[src/rtl/time_sync_ctrl.sv]
// time_sync_ctrl: requests host time over UART ("T?\n"), awaits the parser,
// range-checks and loads clock counters. Option: TIME_SYNC_UNSOLICITED_EN.
module time_sync_ctrl #(
  parameter int CLK_HZ     = 50000000,
  parameter int RESYNC_S   = 3600,
  parameter int TIMEOUT_MS = 500,
  parameter int MAX_RETRY  = 3
) (
  input  logic       clk,
  input  logic       rst,
  input  logic       start,
  input  logic       tx_ready,
  output logic       tx_valid,
  output logic [7:0] tx_data,
  output logic       p_rst,
  input  logic       p_synced,
  input  logic [4:0] p_hour,
  input  logic [5:0] p_min,
  input  logic [5:0] p_sec,
  output logic       load,
  output logic [4:0] load_hour,
  output logic [5:0] load_min,
  output logic [5:0] load_sec,
  output logic       locked,
  output logic       fail,
  output logic [3:0] retry_cnt
);

  localparam int TIMEOUT_CYC = CLK_HZ / 1000 * TIMEOUT_MS;
  localparam int PW = (CLK_HZ > 1) ? $clog2(CLK_HZ) : 1;
  localparam int IW = $clog2(RESYNC_S + 1);
  localparam int TW = $clog2(TIMEOUT_CYC + 1);

  typedef enum logic [2:0] {
    S_IDLE,
    S_CLR,
    S_TX0,
    S_TX1,
    S_TX2,
    S_WAIT,
    S_CHECK
  } state_t;

  state_t state, state_nx;

  logic [PW-1:0] presc;
  logic [IW-1:0] ivl;
  logic [TW-1:0] tcnt, tcnt_nx;
  logic [4:0] cap_h, cap_h_nx, hold_h;
  logic [5:0] cap_m, cap_m_nx, hold_m;
  logic [5:0] cap_s, cap_s_nx, hold_s;
  logic       locked_nx, fail_nx;
  logic [3:0] retry_nx, retry_inc;
  logic       unsol_q, unsol_nx;
  logic       load_c, p_rst_c, tx_valid_c;
  logic [7:0] tx_data_c;
  logic       ivl_clr, att_fail;
  logic       tick, expiry, chk_ok;

  assign tick   = presc == PW'(CLK_HZ - 1);
  assign expiry = tick && (ivl == IW'(RESYNC_S - 1));
  assign chk_ok = (cap_h <= 5'd23) && (cap_m <= 6'd59)
               && (cap_s <= 6'd59);
  assign retry_inc = retry_cnt + 4'd1;

  always_ff @(posedge clk) begin
    if (rst) begin
      presc <= '0;
      ivl   <= '0;
    end else begin
      presc <= tick ? '0 : presc + PW'(1);
      if (ivl_clr)
        ivl <= '0;
      else if (tick)
        ivl <= expiry ? '0 : ivl + IW'(1);
    end
  end

  always_ff @(posedge clk) begin
    if (rst) begin
      state     <= S_CLR;
      tcnt      <= '0;
      cap_h     <= '0;
      cap_m     <= '0;
      cap_s     <= '0;
      hold_h    <= '0;
      hold_m    <= '0;
      hold_s    <= '0;
      locked    <= 1'b0;
      fail      <= 1'b0;
      retry_cnt <= '0;
      unsol_q   <= 1'b0;
    end else begin
      state     <= state_nx;
      tcnt      <= tcnt_nx;
      cap_h     <= cap_h_nx;
      cap_m     <= cap_m_nx;
      cap_s     <= cap_s_nx;
      locked    <= locked_nx;
      fail      <= fail_nx;
      retry_cnt <= retry_nx;
      unsol_q   <= unsol_nx;
      if (load_c) begin
        hold_h <= cap_h;
        hold_m <= cap_m;
        hold_s <= cap_s;
      end
    end
  end

  always_comb begin
    state_nx   = state;
    tcnt_nx    = tcnt;
    cap_h_nx   = cap_h;
    cap_m_nx   = cap_m;
    cap_s_nx   = cap_s;
    locked_nx  = locked;
    fail_nx    = fail;
    retry_nx   = retry_cnt;
    unsol_nx   = unsol_q;
    load_c     = 1'b0;
    p_rst_c    = 1'b0;
    tx_valid_c = 1'b0;
    tx_data_c  = 8'h00;
    ivl_clr    = 1'b0;
    att_fail   = 1'b0;
    unique case (state)
      S_IDLE: begin
        if (start || expiry) begin
          retry_nx = '0;
          state_nx = S_CLR;
        end
`ifdef TIME_SYNC_UNSOLICITED_EN
        else if (p_synced) begin
          cap_h_nx = p_hour;
          cap_m_nx = p_min;
          cap_s_nx = p_sec;
          unsol_nx = 1'b1;
          state_nx = S_CHECK;
        end
`endif
      end
      S_CLR: begin
        p_rst_c  = 1'b1;
        state_nx = S_TX0;
      end
      S_TX0: begin
        tx_valid_c = 1'b1;
        tx_data_c  = 8'h54;
        if (tx_ready) state_nx = S_TX1;
      end
      S_TX1: begin
        tx_valid_c = 1'b1;
        tx_data_c  = 8'h3F;
        if (tx_ready) state_nx = S_TX2;
      end
      S_TX2: begin
        tx_valid_c = 1'b1;
        tx_data_c  = 8'h0A;
        if (tx_ready) begin
          tcnt_nx  = '0;
          state_nx = S_WAIT;
        end
      end
      S_WAIT: begin
        // a frame landing in the expiry cycle still counts
        if (p_synced) begin
          cap_h_nx = p_hour;
          cap_m_nx = p_min;
          cap_s_nx = p_sec;
          unsol_nx = 1'b0;
          state_nx = S_CHECK;
        end else if (tcnt == TW'(TIMEOUT_CYC - 1)) begin
          att_fail = 1'b1;
        end else begin
          tcnt_nx = tcnt + TW'(1);
        end
      end
      S_CHECK: begin
        unsol_nx = 1'b0;
        if (chk_ok) begin
          load_c    = 1'b1;
          locked_nx = 1'b1;
          fail_nx   = 1'b0;
          retry_nx  = '0;
          ivl_clr   = unsol_q;
          state_nx  = S_IDLE;
        end else if (unsol_q) begin
          state_nx = S_IDLE;
        end else begin
          att_fail = 1'b1;
        end
      end
      default: state_nx = S_IDLE;
    endcase
    if (att_fail) begin
      retry_nx = retry_inc;
      if (retry_inc < 4'(MAX_RETRY)) begin
        state_nx = S_CLR;
      end else begin
        fail_nx   = 1'b1;
        locked_nx = 1'b0;
        state_nx  = S_IDLE;
      end
    end
  end

  assign p_rst     = p_rst_c & ~rst;
  assign tx_valid  = tx_valid_c & ~rst;
  assign tx_data   = rst ? 8'h00 : tx_data_c;
  assign load      = load_c & ~rst;
  assign load_hour = load ? cap_h : hold_h;
  assign load_min  = load ? cap_m : hold_m;
  assign load_sec  = load ? cap_s : hold_s;

endmodule

[config.mk]
export PLATFORM = sky130hd
export DESIGN_NAME = time_sync_ctrl
export DESIGN_NICKNAME = d
export VERILOG_FILES = /design/src/rtl/time_sync_ctrl.sv
export SDC_FILE = /design/constraint.sdc
export NUM_CORES = 1
export LEC_CHECK = 0
export ABC_AREA = 1
export BUFFER_PORTS_ARGS = -buffer_cell sky130_fd_sc_hd__buf_4
export CAP_MARGIN = 40
export CORE_MARGIN = 5
export CORE_UTILIZATION = 64
export CTS_CLUSTER_DIAMETER = 80
export DETAILED_ROUTE_END_ITERATION = 6
export PLACE_DENSITY_LB_ADDON = 0.08
export SKIP_LAST_GASP = 1
export SYNTH_ARGS = -nofsm -noshare
export SYNTH_HDL_FRONTEND = slang
export SYNTH_SLANG_ARGS = --single-unit
[constraint.sdc]
create_clock -name clk -period 4 [get_ports clk]
set_clock_uncertainty 0.05 [all_clocks]
set_input_delay 0.8 -clock clk [delete_from_list [all_inputs] [get_ports clk]]
set_output_delay 0.8 -clock clk [all_outputs]
set_load 0.005 [all_outputs]
==> results.py, run 1 <==
metrics = {
    "run_status": {
        "run_status": "complete, no violations",
    },
    "global_route": {
        "gr-total-overflow": 0,
        "grt_pass1_wl_um": 23870,
        "grt_pass1_vias": 5299,
        "antenna_found_initial": 0,
        "grt_max_degree": 36,
        "grtUsageTotal": 0.2500,
    },
    "timing": {
        "fin_hold_ws_ns": 0.4179,
        "slew_viol_final": 0,
        "timing_hold_violations_final": 0,
        "worstMarginPinSlew_ns": 0.7426,
        "post-route-period-util": 0.8292,
        "setup_viol": 0,
        "rsz0062_at_grt": "false",
        "max_freq_mhz": 301.5,
        "period_minus_slack_ns": 3.317,
        "slew_headroom": 0.5037,
        "fin_setup_tns_ns": 0,
    },
    "cts": {
        "cts.path.max_buffers": 2,
        "cts_buffers": 9,
        "clkLatencyLatePin_ns": 0.38,
        "cts.sinks": 106,
        "post_cts_buffers": 0,
        "tritoncts": "built",
        "clk_pin_slew_ns": 0.11,
        "ctsHoldBuffers": 0,
        "cts_resized": 0,
        "clock-root-buffer": "clkbuf_8",
        "htreeDepth": 3,
    },
    "worst_hold_path": {
        "hold_path_class": "flop to flop",
    },
    "floorplanning": {
        "die_h_um": 105.2,
        "die_x_um": 105.2,
        "num_rows": 34,
        "fp.coreArea_um2": 8763,
        "ioPinCount": 56,
        "die_area_um2": 11070,
        "start_util": 0.6622,
    },
    "setup_path": {
        "start_kind": "flop",
        "cp_data_required_time_ns": 3.15,
        "cp.arrival_ns": 2.47,
        "cp_top_family": "simple AND/OR/NAND/NOR gates",
        "cpMaxStageDelayCell": "nor2_4",
        "crit_buf_inv": 3,
        "max_stage_delay_ns": 0.61,
        "crit_chain": "inv_2 > nor2_2 > nand2_1 > inv_2 > nand4_2 > nor2_4 > nand2_1 > o21ai_1 > buf_4",
        "crit_fanout": 35,
        "end_kind": "output pin",
        "path_class": "flop to output pin",
    },
    "routing": {
        "ant_nets": 0,
        "via_count": 5639,
        "wl_um": 13670,
        "avgRoutedWirePerCell_um": 13.33,
        "first_pass_iters": 6,
        "post-route-drc-count": 0,
        "drt_iter0_markers": 312,
        "viasPerCell": 5.501,
    },
    "place": {
        "place_inst": 1009,
        "placed_area_um2": 6187,
        "dp_hpwl_um": 10240,
        "gp_congestion": 0.9197,
        "placement.io_buffers": 54,
    },
    "synth": {
        "synth_nets": 902,
        "synth_area_um2": 5803,
        "yosys-top-cells-count": "nand2_1, nor2_1, dfxtp_1",
        "synth.area.top_cells": "dfxtp_1, nand2_1, nor2_1",
        "async_flop_share": 0,
        "ys_warn_count": 0,
        "ys.flop_type": "dfxtp_1",
        "synth.top_cell.area_share": 0.3657,
        "synth_area_leader_cell": "dfxtp_1",
        "synth_cell_types": 43,
        "synth-edff-count": 0,
        "syn_area_per_cell_um2": 6.632,
        "yosysMostFrequentCell": "nand2_1",
        "synth-seq-cells": 106,
        "seq_area_frac_synth": 0.3657,
        "netlist_instances": 875,
    },
    "power": {
        "swShare": 0.3458,
        "ir_drop_mv": 0.2377,
        "p_leak_nw": 2.366,
        "clkPwrFrac": 0.274,
        "p_sw_w": 0.0008133,
        "seqPwrFrac": 0.503,
        "internal_power_w": 0.001539,
        "pwr-share-comb": 0.224,
        "p_per_area_nw_per_um2": 368.5,
        "p_total_w": 0.002352,
    },
    "cells_and_area": {
        "stdcell_area_um2": 6382,
        "syn2layout_area_growth_pct": 9.983,
        "final_nets": 939,
        "stdcell_count": 1025,
        "drive_gt1_frac": 0.1341,
        "diodes": 0,
    },
    "flow_run": {
        "cap_violations": 0,
    },
}
cell type report:
class	instances	area, um^2
multi-input cells	651	3174
fillers	765	2381
flip-flops and latches	106	2122
repair buffers	56	420.4
inverters	88	335.3
well taps	108	135.1
clock buffers	9	123.9
clock inverters	7	71.32
per-stage QoR:
stage | util | setup slack [ns]
2_1_floorplan | - | 1.553
3_3_place_gp | 0.7060 | 1.177
3_5_place_dp | 0.7060 | 1.038
4_1_cts | 0.7283 | 0.7204
5_1_grt | 0.7283 | 0.5227
6_report | 0.7283 | 0.6831
power by group through the flow:
stage                     sequential [W]  combinational [W]  clock [W]
after floorplan                  0.00118           0.000410          0
after global placement           0.00120           0.000509          0
after detailed placement         0.00121           0.000525          0
after CTS                        0.00118           0.000527   0.000656
after global routing             0.00119           0.000590   0.000701
final                            0.00118           0.000527   0.000643
metal layers:
metal / vias up / global-route usage / wire length (um)
met2: 130 / 0.4352 / 6928
met5: - / 0 / 0
met1: 2572 / 0.3128 / 5927
li1: 2910 / - / -
met3: 27 / 0.04095 / 540
met4: 0 / 0.08493 / 271
logic make-up (layout without fill, tap and decap cells):
group | after synthesis | after routing | synth area share
AOI/OAI and AO/OA | 107 | 107 | 0.1031
adders and majority gates | 5 | 5 | 0.01078
DFF | 106 | 106 | 0.3657
other | 1 | 1 | 0.0006462
xor gates and xnor gates | 19 | 19 | 0.02868
and+or+nand+nor | 519 | 519 | 0.4038
buffers and inverters | 118 | 160 | 0.08732
sequential cells by signal, indices dropped and copies added (netlist names):
| register | flops |
|---|---|
| presc | 26 |
| locked | 1 |
| hold_h | 5 |
| fail | 1 |
| state | 3 |
| cap_h | 5 |
| ivl | 12 |
| hold_s | 6 |
| hold_m | 6 |
| retry_cnt | 4 |
| tcnt | 25 |
| cap_s | 6 |
| cap_m | 6 |
worst paths after layout:
kind	startpoint	end	slack [ns]	cells past startpoint
max	state[1]$_SDFFE_PP0P_	load_sec[4]	0.68	9
min	presc[0]$_SDFF_PP0_	presc[0]$_SDFF_PP0_	0.42	1
max reg2reg	state[2]$_SDFFE_PP0P_	tcnt[3]$_SDFFE_PP0P_	1.73	10
min reg2reg	presc[0]$_SDFF_PP0_	presc[0]$_SDFF_PP0_	0.42	1
placed cells by master, fill, tap and decap left out, drive strengths merged:
cell type / count
xnor2: 5
nand3b: 3
a31oi: 1
nand4: 17
inv: 91
xor2: 14
ha: 5
nor2: 149
o211a: 1
dfxtp: 106
o21bai: 3
nand3: 89
o211ai: 1
buf: 56
nor3: 19
o31ai: 17
nand2: 226
o21ai: 26
or3: 1
clkinv: 4
conb: 1
nor3b: 5
nor4b: 1
nand2b: 1
nor4: 3
a21oi: 58
or2: 5
clkbuf: 9
(Power assumes the default switching activity.)
==> run 2, diff against run 1 <==
--- a/config.mk
+++ b/config.mk
@@ -9,7 +9,7 @@
 export BUFFER_PORTS_ARGS = -buffer_cell sky130_fd_sc_hd__buf_4
 export CAP_MARGIN = 40
 export CORE_MARGIN = 5
-export CORE_UTILIZATION = 64
+export CORE_UTILIZATION = 54
 export CTS_CLUSTER_DIAMETER = 80
 export DETAILED_ROUTE_END_ITERATION = 6
 export PLACE_DENSITY_LB_ADDON = 0.08
==> constraint.sdc (replaced) <==
create_clock -name clk -period 3.05 [get_ports clk]
set_clock_uncertainty 0.05 [all_clocks]
set_input_delay 0.61 -clock clk [delete_from_list [all_inputs] [get_ports clk]]
set_output_delay 0.61 -clock clk [all_outputs]
set_load 0.005 [all_outputs]
==> run 2 against run 1 <==
Sequential share of layout area fell by 0.39 points. Core utilization shrank 11 points. Combinational power rose by 33%. Via count grew 1.2%. Count of clock-buffer cells in the layout rose by 1. Largest cell class unchanged.
==> results.py, run 2 (synthesis results as in run 1) <==
metrics = {
    "power": {
        "seqPwrFrac": 0.509,
        "p_per_area_nw_per_um2": 471.9,
        "swShare": 0.3429,
        "clkPwrFrac": 0.260,
        "p_sw_w": 0.001045,
        "p_leak_nw": 2.391,
        "pwr-share-comb": 0.231,
        "ir_drop_mv": 0.3086,
        "internal_power_w": 0.002003,
    },
    "cells_and_area": {
        "final_cell_mix": "nand2_1, nor2_1, dfxtp_1, nand3_1, inv_1",
        "largest_reg_flops": 26,
        "fillers": 993,
        "seq_area_um2": 2122,
        "syn2layout_area_growth_pct": 11.30,
        "reg_top3": "presc (26), tcnt (25), ivl (12)",
        "drive_gt1_frac": 0.1387,
        "final_util": 0.6201,
        "multi_input_area_um2": 3186,
        "final_nets": 946,
        "diodes": 0,
        "final_common_cell": "nand2_1",
        "regMostFlops": "presc",
    },
    "setup_path": {
        "cp.arrival_ns": 2.18,
        "crit_fanout": 16,
        "cp_data_required_time_ns": 2.39,
        "r2r_slack_ns": 0.75,
        "path_class": "flop to output pin",
        "start_kind": "flop",
        "end_kind": "output pin",
    },
    "floorplanning": {
        "start_util": 0.5571,
        "die_h_um": 113.7,
        "die_x_um": 113.7,
        "die_area_um2": 12920,
        "fp.coreArea_um2": 10420,
        "num_rows": 37,
        "ioPinCount": 56,
    },
    "place": {
        "pre_cts_slack_ns": 0.3943,
        "dp_hpwl_um": 10340,
        "gp_congestion": 0.9367,
        "placement.io_buffers": 54,
    },
    "routing": {
        "post-route-drc-count": 0,
        "viasPerCell": 5.386,
        "ant_nets": 0,
        "wl_um": 14210,
        "drt_iter0_markers": 387,
        "via_count": 5704,
        "avgRoutedWirePerCell_um": 13.42,
        "first_pass_iters": 5,
    },
    "timing": {
        "period_minus_slack_ns": 2.844,
        "setup_viol": 0,
        "max_freq_mhz": 351.6,
        "worstMarginPinSlew_ns": 0.6198,
        "fin_setup_tns_ns": 0,
        "final.setup.worst_slack_ns": 0.2056,
        "post-route-period-util": 0.9326,
        "slew_viol_final": 0,
        "slew_headroom": 0.5810,
        "rsz0062_at_grt": "false",
        "timing_hold_violations_final": 0,
    },
    "cts": {
        "htreeDepth": 3,
        "tritoncts": "built",
        "cts.sinks": 106,
        "cts.path.max_buffers": 2,
        "clock-root-buffer": "clkbuf_8",
        "ctsHoldBuffers": 0,
        "clkLatencyLatePin_ns": 0.38,
        "clk_pin_slew_ns": 0.10,
        "cts_buffers": 9,
    },
    "global_route": {
        "antenna_found_initial": 0,
        "grt_pass1_wl_um": 24450,
        "gr-total-overflow": 0,
        "grt_max_degree": 43,
        "grt_pass1_vias": 5353,
        "grtUsageTotal": 0.2256,
    },
    "flow_run": {
        "cap_violations": 0,
    },
    "run_status": {
        "run_status": "complete, no violations",
    },
    "worst_hold_path": {
        "hold_path_class": "flop to flop",
    },
}
run 2: changes by cell type in the layout (fill, tap and decap cells not counted), sizes merged:
cell    previous run  this run
nor2             149       150
clkbuf             9        10
inv               91        89
buf               56        62
run 2: path summary, 6_finish.rpt:
path              cells past startpoint                  start                    end
setup / recovery                     10  state[1]$_SDFFE_PP0P_            load_min[3]
hold / removal                        2  cap_m[1]$_SDFFE_PP0P_  cap_m[1]$_SDFFE_PP0P_
setup reg to reg                     11  state[1]$_SDFFE_PP0P_   tcnt[6]$_SDFFE_PP0P_
hold reg to reg                       2  cap_m[1]$_SDFFE_PP0P_  cap_m[1]$_SDFFE_PP0P_
run 2: timing repair:
item	in CTS	in global routing
pin swaps	1	2
resized for setup	0	1
setup endpoints to repair	5	17
hold endpoints to repair	0	0
setup buffers	0	5
cloned	1	0
run 2: critical path: stages (launching register included):
cell     delay [ns]
dfxtp_1        0.48
inv_2          0.11
nor2_2         0.14
nand2_1        0.12
inv_2          0.10
nand4_2        0.20
nor2_4         0.17
buf_12         0.15
buf_4          0.13
o21ai_1        0.07
buf_4          0.14
run 2: stage by stage:
step                hold WS (ns)  std cells  power, W  instance area, um^2
CTS                       0.4267       1054  0.003070                 6404
global placement          0.3938       1038  0.002252                 6230
finish                    0.4211       1059  0.003048                 6459
detailed placement        0.4092       1038  0.002277                 6230
global route              0.4438       1059  0.003229                 6459
floorplan                 0.3755        875  0.002089                 5803
run 2: metal layers:
| layer | vias up | part of all wire | global-route usage |
|---|---|---|---|
| met1 | 2661 | 0.44 | 0.2775 |
| met4 | 0 | 0.024 | 0.09054 |
| met5 | - | 0 | 0 |
| met3 | 26 | 0.033 | 0.03979 |
| li1 | 2916 | - | - |
| met2 | 101 | 0.50 | 0.3899 |
run 2: area by class of cell:
class / instances / share of cell area
multi-input combinational: 652 / 0.4932
sequential: 106 / 0.3286
timing repair buffer: 62 / 0.07400
inverter: 88 / 0.05192
tap: 136 / 0.02635
clock buffer: 10 / 0.01976
clock inverter: 5 / 0.006199
run 2: power by group through the flow:
stage               Clock (W)  Combinational [W]  Sequential (W)
finish               0.000794           0.000703         0.00155
global route         0.000877           0.000789         0.00156
CTS                  0.000823           0.000698         0.00155
detailed placement          0           0.000696         0.00158
global placement            0           0.000678         0.00157
floorplan                   0           0.000538         0.00155
==> run 3, diff against run 2 <==
--- a/config.mk
+++ b/config.mk
@@ -9,7 +9,7 @@
 export BUFFER_PORTS_ARGS = -buffer_cell sky130_fd_sc_hd__buf_4
 export CAP_MARGIN = 40
 export CORE_MARGIN = 5
-export CORE_UTILIZATION = 54
+export CORE_UTILIZATION = 60
 export CTS_CLUSTER_DIAMETER = 80
 export DETAILED_ROUTE_END_ITERATION = 6
 export PLACE_DENSITY_LB_ADDON = 0.08
==> constraint.sdc (replaced) <==
create_clock -name clk -period 2.8 [get_ports clk]
set_clock_uncertainty 0.05 [all_clocks]
set_input_delay 0.56 -clock clk [delete_from_list [all_inputs] [get_ports clk]]
set_output_delay 0.56 -clock clk [all_outputs]
set_load 0.005 [all_outputs]
==> run 3 against run 2 <==
Die area decreased by 9.1%. Sequential power up 9%. Count of clock-buffer cells in the layout stayed put. Critical path type unchanged. Largest cell class unchanged. Highest routed layer unchanged.
==> results.py, run 3 (synthesis results as in run 1) <==
metrics = {
    "setup_path": {
        "r2r_slack_ns": 0.71,
        "crit_buf_inv": 4,
        "r2r_cells": 10,
        "crit_chain": "inv_2 > nor2_2 > nand2_1 > inv_2 > nand4_2 > nor2_4 > buf_12 > nand2_1 > o21ai_1 > buf_4",
        "start_kind": "flop",
        "end_kind": "output pin",
        "r2r_end": "tcnt[11]$_SDFFE_PP0P_",
        "cp_top_family": "simple AND/OR/NAND/NOR gates",
        "max_stage_delay_ns": 0.40,
        "crit_fanout": 35,
        "path_class": "flop to output pin",
        "cp.arrival_ns": 2.02,
        "r2r-start": "tcnt[0]$_SDFFE_PP0P_",
        "cpMaxStageDelayCell": "dfxtp_2",
        "cp_data_required_time_ns": 2.19,
    },
    "flow_run": {
        "cap_violations": 0,
    },
    "routing": {
        "drt_iter0_markers": 316,
        "wl_um": 13760,
        "first_pass_iters": 5,
        "avgRoutedWirePerCell_um": 13.13,
        "viasPerCell": 5.393,
        "via_count": 5652,
        "ant_nets": 0,
        "post-route-drc-count": 0,
    },
    "global_route": {
        "gr-total-overflow": 0,
        "grt_pass1_vias": 5310,
        "grt_max_degree": 53,
        "grtUsageTotal": 0.2469,
        "antenna_found_initial": 0,
        "grt_pass1_wl_um": 23670,
    },
    "cells_and_area": {
        "regMostFlops": "presc",
        "stdcell_count": 1048,
        "final_common_cell": "nand2_1",
        "final_cell_mix": "nand2_1, nor2_1, dfxtp_1, nand3_1, inv_1",
        "drive_gt1_frac": 0.1371,
        "diodes": 0,
        "final_nets": 941,
        "syn2layout_area_growth_pct": 11.43,
        "largest_reg_flops": 26,
        "reg_top3": "presc (26), tcnt (25), ivl (12)",
    },
    "worst_hold_path": {
        "hold_path_class": "input pin to flop",
        "min_to": "cap_m[4]$_SDFFE_PP0P_",
        "hold_depth": 3,
        "min-delay-start": "p_min[4]",
    },
    "timing": {
        "max_freq_mhz": 380.4,
        "fin_setup_tns_ns": 0,
        "post-route-period-util": 0.9389,
        "rsz0062_at_grt": "false",
        "timing_hold_violations_final": 0,
        "fin_hold_ws_ns": 0.3963,
        "setup_viol": 0,
        "period_minus_slack_ns": 2.629,
        "slew_viol_final": 0,
        "worstMarginPinSlew_ns": 0.6336,
        "slew_headroom": 0.5716,
    },
    "cts": {
        "htreeDepth": 3,
        "tritoncts": "built",
        "cts.path.max_buffers": 2,
        "post_cts_buffers": 0,
        "clk_pin_slew_ns": 0.11,
        "clkLatencyLatePin_ns": 0.38,
        "cts_buffers": 9,
        "clock-root-buffer": "clkbuf_8",
        "cts.sinks": 106,
    },
    "power": {
        "p_leak_nw": 2.386,
        "p_per_area_nw_per_um2": 531.7,
        "ir_drop_mv": 0.4428,
    },
    "place": {
        "dp_hpwl_um": 10150,
        "placement.io_buffers": 54,
        "gp_congestion": 0.9398,
        "place_inst": 1032,
    },
    "floorplanning": {
        "num_rows": 35,
        "die_x_um": 108.3,
        "ioPinCount": 56,
        "die_h_um": 108.3,
        "fp.coreArea_um2": 9328,
        "die_area_um2": 11740,
        "start_util": 0.6221,
    },
    "run_status": {
        "run_status": "complete, no violations",
    },
}
==> run 3: final cells by class <==
| type | count | area, um^2 |
|---|---|---|
| inverters | 88 | 335.3 |
| repair buffers | 58 | 460.4 |
| well taps | 129 | 161.4 |
| clock buffers | 10 | 137.6 |
| multi-input cells | 651 | 3174 |
| flip-flops and latches | 106 | 2123 |
| clock inverters | 6 | 73.82 |
| fillers | 848 | 2861 |
==> run 3: power by group <==
group          internal, W  switching [W]
logic             0.000271       0.000480
registers          0.00159       0.000102
clock network     0.000449       0.000550
==> run 3: worst register-to-register path, cell delays in order (launching register included) <==
cell	delay [ns]
dfxtp_1	0.46
ha_1	0.37
nand2_2	0.14
nor2_4	0.17
nand3_4	0.10
nand2_4	0.26
inv_4	0.19
nand2_1	0.13
nand2_1	0.05
nand2_1	0.05
nor2_1	0.03
==> run 3: what timing repair did <==
item                       in CTS  in global routing
hold buffers                    0                  0
setup endpoints to repair       6                 17
gates resized for setup         1                  3
==> run 3: how the worst max path moves through the flow <==
stage / from / end / slack [ns] / cells after the start
final: state[1]$_SDFFE_PP0P_ / load_hour[4] / 0.17 / 10
after global routing: state[1]$_SDFFE_PP0P_ / load_hour[4] / 0.01 / 10
after CTS: state[1]$_SDFFE_PP0P_ / load_hour[4] / 0.04 / 10
after detailed placement: state[1]$_SDFFE_PP0P_ / load_hour[4] / 0.39 / 10
after global placement: state[1]$_SDFFE_PP0P_ / load_sec[1] / 0.55 / 10
after floorplan: state[1]$_SDFFE_PP0P_ / load_sec[3] / 0.83 / 9
==> run 3: metal layers <==
metal  track usage  share of wire  vias to the layer above
li1              -              -                     2911
met3       0.05970          0.046                       27
met4       0.06492          0.019                        0
met5             0              0                        -
met2        0.4356           0.49                      133
met1        0.3009           0.45                     2581
==> run 3: per-stage QoR <==
| stage | utilization | area (um^2) | total power [W] | setup WS [ns] |
|---|---|---|---|---|
| 3_5_place_dp | 0.6691 | 6241 | 0.002466 | 0.3881 |
| 6_report | 0.6932 | 6466 | 0.003438 | 0.1711 |
| 3_3_place_gp | 0.6691 | 6241 | 0.002438 | 0.5450 |
| 2_1_floorplan | - | 5803 | 0.002275 | 0.8262 |
| 5_1_grt | 0.6932 | 6466 | 0.003650 | 0.009905 |
| 4_1_cts | 0.6922 | 6456 | 0.003452 | 0.03637 |
